### config.mk
export PLATFORM = sky130hd
export DESIGN_NAME = fetch_unit_flat
export DESIGN_NICKNAME = d
export VERILOG_FILES = /design/src/rtl/fetch_unit_if.sv /design/src/rtl/fetch_unit.sv /design/src/flat_wrapper.sv
export SDC_FILE = /design/constraint.sdc
export NUM_CORES = 1
export LEC_CHECK = 0
export BUFFER_PORTS_ARGS = -buffer_cell sky130_fd_sc_hd__clkbuf_2
export CAP_MARGIN = 20
export CORE_MARGIN = 8
export CORE_UTILIZATION = 43
export DETAILED_ROUTE_END_ITERATION = 12
export GPL_ROUTABILITY_DRIVEN = 0
export PLACE_DENSITY = 0.75
export RECOVER_POWER = 50
export SETUP_SLACK_MARGIN = 0.4
export SLEW_MARGIN = 15
export SYNTH_ARGS = -nofsm -noshare
export SYNTH_HDL_FRONTEND = slang
export SYNTH_SLANG_ARGS = --single-unit
### constraint.sdc
create_clock -name clk -period 1.47 [get_ports clk]
set_input_delay 0.147 -clock clk [delete_from_list [all_inputs] [get_ports clk]]
set_output_delay 0.147 -clock clk [all_outputs]
set_load 0.05 [all_outputs]
### src/rtl/fetch_unit_if.sv
// Instruction-memory request/response bus between the fetch unit and memory.
//   mem_req    : read request, held until accepted
//   mem_addr   : word address of the request, stable while mem_req=1
//   mem_ready  : memory accepts the request this cycle
//   mem_rvalid : read data valid this cycle
//   mem_rdata  : read data
// Modports: master (fetch unit side), slave (memory side).
interface fetch_unit_if;
  logic        mem_req;
  logic [15:0] mem_addr;
  logic        mem_ready;
  logic        mem_rvalid;
  logic [15:0] mem_rdata;

  modport master (
    output mem_req,
    output mem_addr,
    input  mem_ready,
    input  mem_rvalid,
    input  mem_rdata
  );

  modport slave (
    input  mem_req,
    input  mem_addr,
    output mem_ready,
    output mem_rvalid,
    output mem_rdata
  );
endinterface

### src/rtl/fetch_unit.sv
// Single-outstanding instruction fetch unit.
// Fetches one 16-bit word per request from instruction memory and presents it to a
// downstream instruction register with a one-cycle write pulse. A redirect replaces
// the fetch address and cancels any in-flight fetch; a cancelled request whose
// response is still owed is drained and its data thrown away.
// Ports:
//   clk, rst_n   : clock, synchronous active-low reset
//   stall        : blocks starting a new fetch (only consulted in IDLE)
//   redirect     : load redirect_pc as the next fetch address, cancel current fetch
//   redirect_pc  : new fetch address
//   mem          : instruction-memory bus (master side)
//   instr        : last fetched instruction
//   ir_write     : one-cycle pulse when instr/pc are updated
//   pc           : word address of instr
//   busy         : high whenever the FSM is not idle
module fetch_unit #(
  parameter logic [15:0] RESET_PC = 16'h0000
) (
  input  logic               clk,
  input  logic               rst_n,
  input  logic               stall,
  input  logic               redirect,
  input  logic [15:0]        redirect_pc,
  fetch_unit_if.master       mem,
  output logic [15:0]        instr,
  output logic               ir_write,
  output logic [15:0]        pc,
  output logic               busy
);

  typedef enum logic [1:0] {
    StIdle,
    StReq,
    StWait,
    StDrain
  } state_e;

  state_e      state_q;
  logic [15:0] fetch_pc_q;
  logic [15:0] instr_q;
  logic [15:0] pc_q;
  logic        ir_write_q;

  always_ff @(posedge clk) begin
    if (!rst_n) begin
      // Abandons any outstanding request outright; a late response lands in IDLE
      // and is ignored there.
      state_q    <= StIdle;
      fetch_pc_q <= RESET_PC;
      instr_q    <= 16'h0000;
      pc_q       <= RESET_PC;
      ir_write_q <= 1'b0;
    end else begin
      ir_write_q <= 1'b0;
      if (redirect) begin
        fetch_pc_q <= redirect_pc;
      end
      unique case (state_q)
        StIdle: begin
          if (!stall) begin
            state_q <= StReq;
          end
        end
        StReq: begin
          if (redirect) begin
            // Accepted request still owes a response, so it must be drained.
            state_q <= mem.mem_ready ? StDrain : StIdle;
          end else if (mem.mem_ready) begin
            state_q <= StWait;
          end
        end
        StWait: begin
          if (redirect) begin
            state_q <= mem.mem_rvalid ? StIdle : StDrain;
          end else if (mem.mem_rvalid) begin
            instr_q    <= mem.mem_rdata;
            pc_q       <= fetch_pc_q;
            fetch_pc_q <= fetch_pc_q + 16'd1;
            ir_write_q <= 1'b1;
            state_q    <= StIdle;
          end
        end
        StDrain: begin
          if (mem.mem_rvalid) begin
            state_q <= StIdle;
          end
        end
        default: state_q <= StIdle;
      endcase
    end
  end

  assign mem.mem_req  = (state_q == StReq);
  assign mem.mem_addr = fetch_pc_q;
  assign instr        = instr_q;
  assign pc           = pc_q;
  assign ir_write     = ir_write_q;
  assign busy         = (state_q != StIdle);

endmodule
### src/flat_wrapper.sv
// flat-port wrapper written by rule: the top's interface ports become plain ports
module fetch_unit_flat 
#(
  parameter logic [15:0] RESET_PC = 16'h0000
)
  (clk, rst_n, stall, redirect, redirect_pc, instr, ir_write, pc, busy, mem_mem_req, mem_mem_addr, mem_mem_ready, mem_mem_rvalid, mem_mem_rdata);
  fetch_unit_if mem_i ();
  input  logic clk;
  input  logic rst_n;
  input  logic stall;
  input  logic redirect;
  input  logic [15:0] redirect_pc;
  output logic [15:0] instr;
  output logic ir_write;
  output logic [15:0] pc;
  output logic busy;
  output wire logic [$bits(mem_i.mem_req)-1:0] mem_mem_req;
  output wire logic [$bits(mem_i.mem_addr)-1:0] mem_mem_addr;
  input wire logic [$bits(mem_i.mem_ready)-1:0] mem_mem_ready;
  input wire logic [$bits(mem_i.mem_rvalid)-1:0] mem_mem_rvalid;
  input wire logic [$bits(mem_i.mem_rdata)-1:0] mem_mem_rdata;
  assign mem_mem_req = mem_i.mem_req;
  assign mem_mem_addr = mem_i.mem_addr;
  assign mem_i.mem_ready = mem_mem_ready;
  assign mem_i.mem_rvalid = mem_mem_rvalid;
  assign mem_i.mem_rdata = mem_mem_rdata;
  fetch_unit #(.RESET_PC(RESET_PC)) u_core (.clk(clk), .rst_n(rst_n), .stall(stall), .redirect(redirect), .redirect_pc(redirect_pc), .mem(mem_i), .instr(instr), .ir_write(ir_write), .pc(pc), .busy(busy));
endmodule
==> flow_summary.ini <==
[clock_network]
clock_latency_ps = 300
cts_max_path_buffers = 2
htreeDepth = 2
cts_sinks = 51
clk_pin_slew_ps = 90
cts_tree = done
cts_buffers = 5
ctsHoldBuffers = 0
root_buffer = clkbuf_8

[synthesis]
netlist-cell-type-count = 46
synth_edf_count = 0
synth-warning-count = 0
synth.net_count = 312
syn_area_mm2 = 0.00220
synth-async-reset-ratio_pct = 0
avgSynthCellArea_um2 = 8.08
synth_cells = 273
yosys.area.top_type = dfxtp_1
synth_top_cells_by_area = dfxtp_1, nand2_1, a21oi_1
synth.top_cell.area_share_pct = 46.3
ys_ff_latch = 51
ys.flop_type = dfxtp_1
ys_seq_area_share_pct = 46.3

[timing]
timing.slew.headroom_pct = 58.1
rsz0062_at_grt = true
worstMarginPinSlew_ps = 632
skew_ps = 7.90
final_max_slew_viol_count = 0
finalCritPeriodShare_pct = 109
max_freq_mhz = 627
setup_ws_ps = -126
finalCriticalPeriod_ps = 1600
setup_viol = 11
hold_viol = 0

[worst_setup_path]
cp.required_ps = 1700
worstSetupStartpointType = flop
r2r-end = u_core.mem.mem_addr[7]
worstPathCellList = nand4bb_4 -> buf_4 -> nor4_4 -> mux2_4 -> a21oi_2
crit_arrival_ps = 1830
crit_type = reg -> reg
cpPeakStageDelay_ps = 360
crit_fanout = 4
cp.buffers_inverters = 1
worstSetupEndpointType = flop
r2r-start = u_core.state_q[0]
cpMaxStageDelayCell = dfxtp_2
ff2ff_setup_slack_ps = -130
startpoint = u_core.state_q[0]
ff2ff_path_depth = 5
critical_path.top_delay_family = simple AND/OR/NAND/NOR gates

[power_and_ir_drop]
p_leak_nw = 1.56
power_mw = 2.98
power_density_mw_per_mm2 = 780
ir_worst_vdd_mv = 0.535

[status]
status = complete, but fails checks
violations = negative setup slack

[cells_and_area]
finish.utilization_pct = 75.8
drive_gt1_share_pct = 41.0
nFillCells = 362
nets = 450
syn_to_final_growth_pct = 73.3
layout_common_cells = nand2_1, clkbuf_2, a21oi_1, buf_4, dfxtp_1
n_antenna_cell = 0
final_common_cell = nand2_1

[route]
drt_wl_total_mm = 9.41
via_per_inst = 5.76
firstDrtPassIters = 5
drt_iter0_markers = 246
wire_per_inst_um = 19.5
ant_nets = 0
num_vias = 2774
drc_errors = 0

[global_routing]
antenna_found_initial = 0
grt_max_degree = 24
grt_overflow = 0
grt_first_pass_wirelength_mm = 13.4
grt_usage_pct = 22.2
grt_pass1_vias = 2732

[run]
maxCapViolations = 0

[worst_hold_path]
hold_path_depth = 3
hp-start = mem_mem_rdata[11]
hold_path.class = in -> reg
min_to = u_core.instr[11]

[placement]
portBuffers = 88
dp_hpwl_mm = 4.94

[die]
row_count = 26
die_area_mm2 = 0.00767
design.core.area_mm2 = 0.00504
initial_utilization_pct = 43.7
pin_count = 89
dieHeight_um = 87.6
fp.dieW_um = 87.6
-- sequential cells by signal, summed over array words and instances (netlist names) --
name and flops:
u_core.instr 16, u_core.mem.mem_addr 16, u_core.pc 16, u_core.state_q 2, u_core.ir_write 1
-- power by group --
group,switching (mW),internal (mW)
clock,0.459,0.381
combinational,0.360,0.321
sequential,0.0500,1.41
total,0.869,2.11
-- layer usage --
metal | GRT usage [%] | vias up | share of wire [%]
met5 | 0 | - | 0
met4 | 8.75 | 0 | 5.0
met3 | 6.10 | 52 | 7.8
met2 | 40.4 | 165 | 50
met1 | 23.8 | 1328 | 38
li1 | - | 1229 | -
-- through the flow --
stage / setup TNS (ps) / hold slack, ps / cells / worst slack (ps) / cell area [um2]
after floorplan: -124 / 264 / 273 / -49.5 / 2350
after global placement: 0 / 370 / 438 / 35.2 / 2940
after detailed placement: -6.50 / 374 / 438 / -6.50 / 2940
after CTS: -11.3 / 53.6 / 471 / -11.3 / 3720
after global routing: -1770 / 38.2 / 482 / -228 / 3820
final: -730 / 57.3 / 482 / -126 / 3820
-- cell families (layout without fill, tap and decap cells) --
family,count (synthesis),in the layout,share of synthesized area [%]
xor gates and xnor gates,3,3,1.19
adders and majority gates,1,1,0.567
and+or+nand+nor,113,113,24.9
muxes,5,5,2.44
buffers and inverters,26,165,5.05
AOI/OAI and AO/OA,74,74,19.5
DFF,51,51,46.3
-- worst min-delay path, delay by kind of cell --
| kind | cells | cell delay, ps |
|---|---|---|
| AO/OA/AOI/OAI | 1 | 50 |
| buffers and inverters | 1 | 80 |
| AND/OR/NAND/NOR | 1 | 40 |
-- what timing repair did --
action                                  in CTS  in global routing
setup buffers                               24                 11
endpoints found under the setup margin      81                 93
gates cloned                                 1                  0
gates resized for setup                    100                 66
hold endpoints to repair                     0                  0
pin swaps                                   16                  8
-- synth_stat cells (all sizes together), types with 2 or more instances --
| cell type | count |
|---|---|
| clkbuf | 6 |
| mux2i | 2 |
| nand2 | 70 |
| a32oi | 2 |
| nor4 | 5 |
| nor3 | 2 |
| buf | 12 |
| nand3 | 3 |
| nand3b | 2 |
| nand2b | 2 |
| a31oi | 6 |
| nor2 | 11 |
| inv | 7 |
| dfxtp | 51 |
| a21oi | 42 |
| a211oi | 4 |
| o21ai | 10 |
| and3 | 4 |
| a311oi | 4 |
| nand4 | 5 |
| mux2 | 3 |
| xnor2 | 3 |
-- area by class of cell --
| class | count | area (um2) | share of cell area, % |
|---|---|---|---|
| clock inverters | 1 | 5.00 | 0.131 |
| clock buffers | 7 | 86.3 | 2.26 |
| repair buffers | 149 | 1280 | 33.6 |
| multi-input cells | 196 | 1250 | 32.8 |
| inverters | 8 | 30.0 | 0.786 |
| flip-flops and latches | 51 | 1080 | 28.2 |
| well taps | 70 | 87.6 | 2.29 |
-- worst max-delay path by stage --
stage	cells after the start	slack, ps	endpoint
after floorplan	5	-50	u_core.mem.mem_addr[15]
after global placement	5	40	u_core.mem.mem_addr[8]
after detailed placement	4	-7	u_core.mem.mem_addr[15]
after CTS	4	-10	u_core.mem.mem_addr[15]
after global routing	5	-230	u_core.mem.mem_addr[13]
final	5	-130	u_core.mem.mem_addr[7]
No activity file was read; power rests on OpenSTA's default activity.
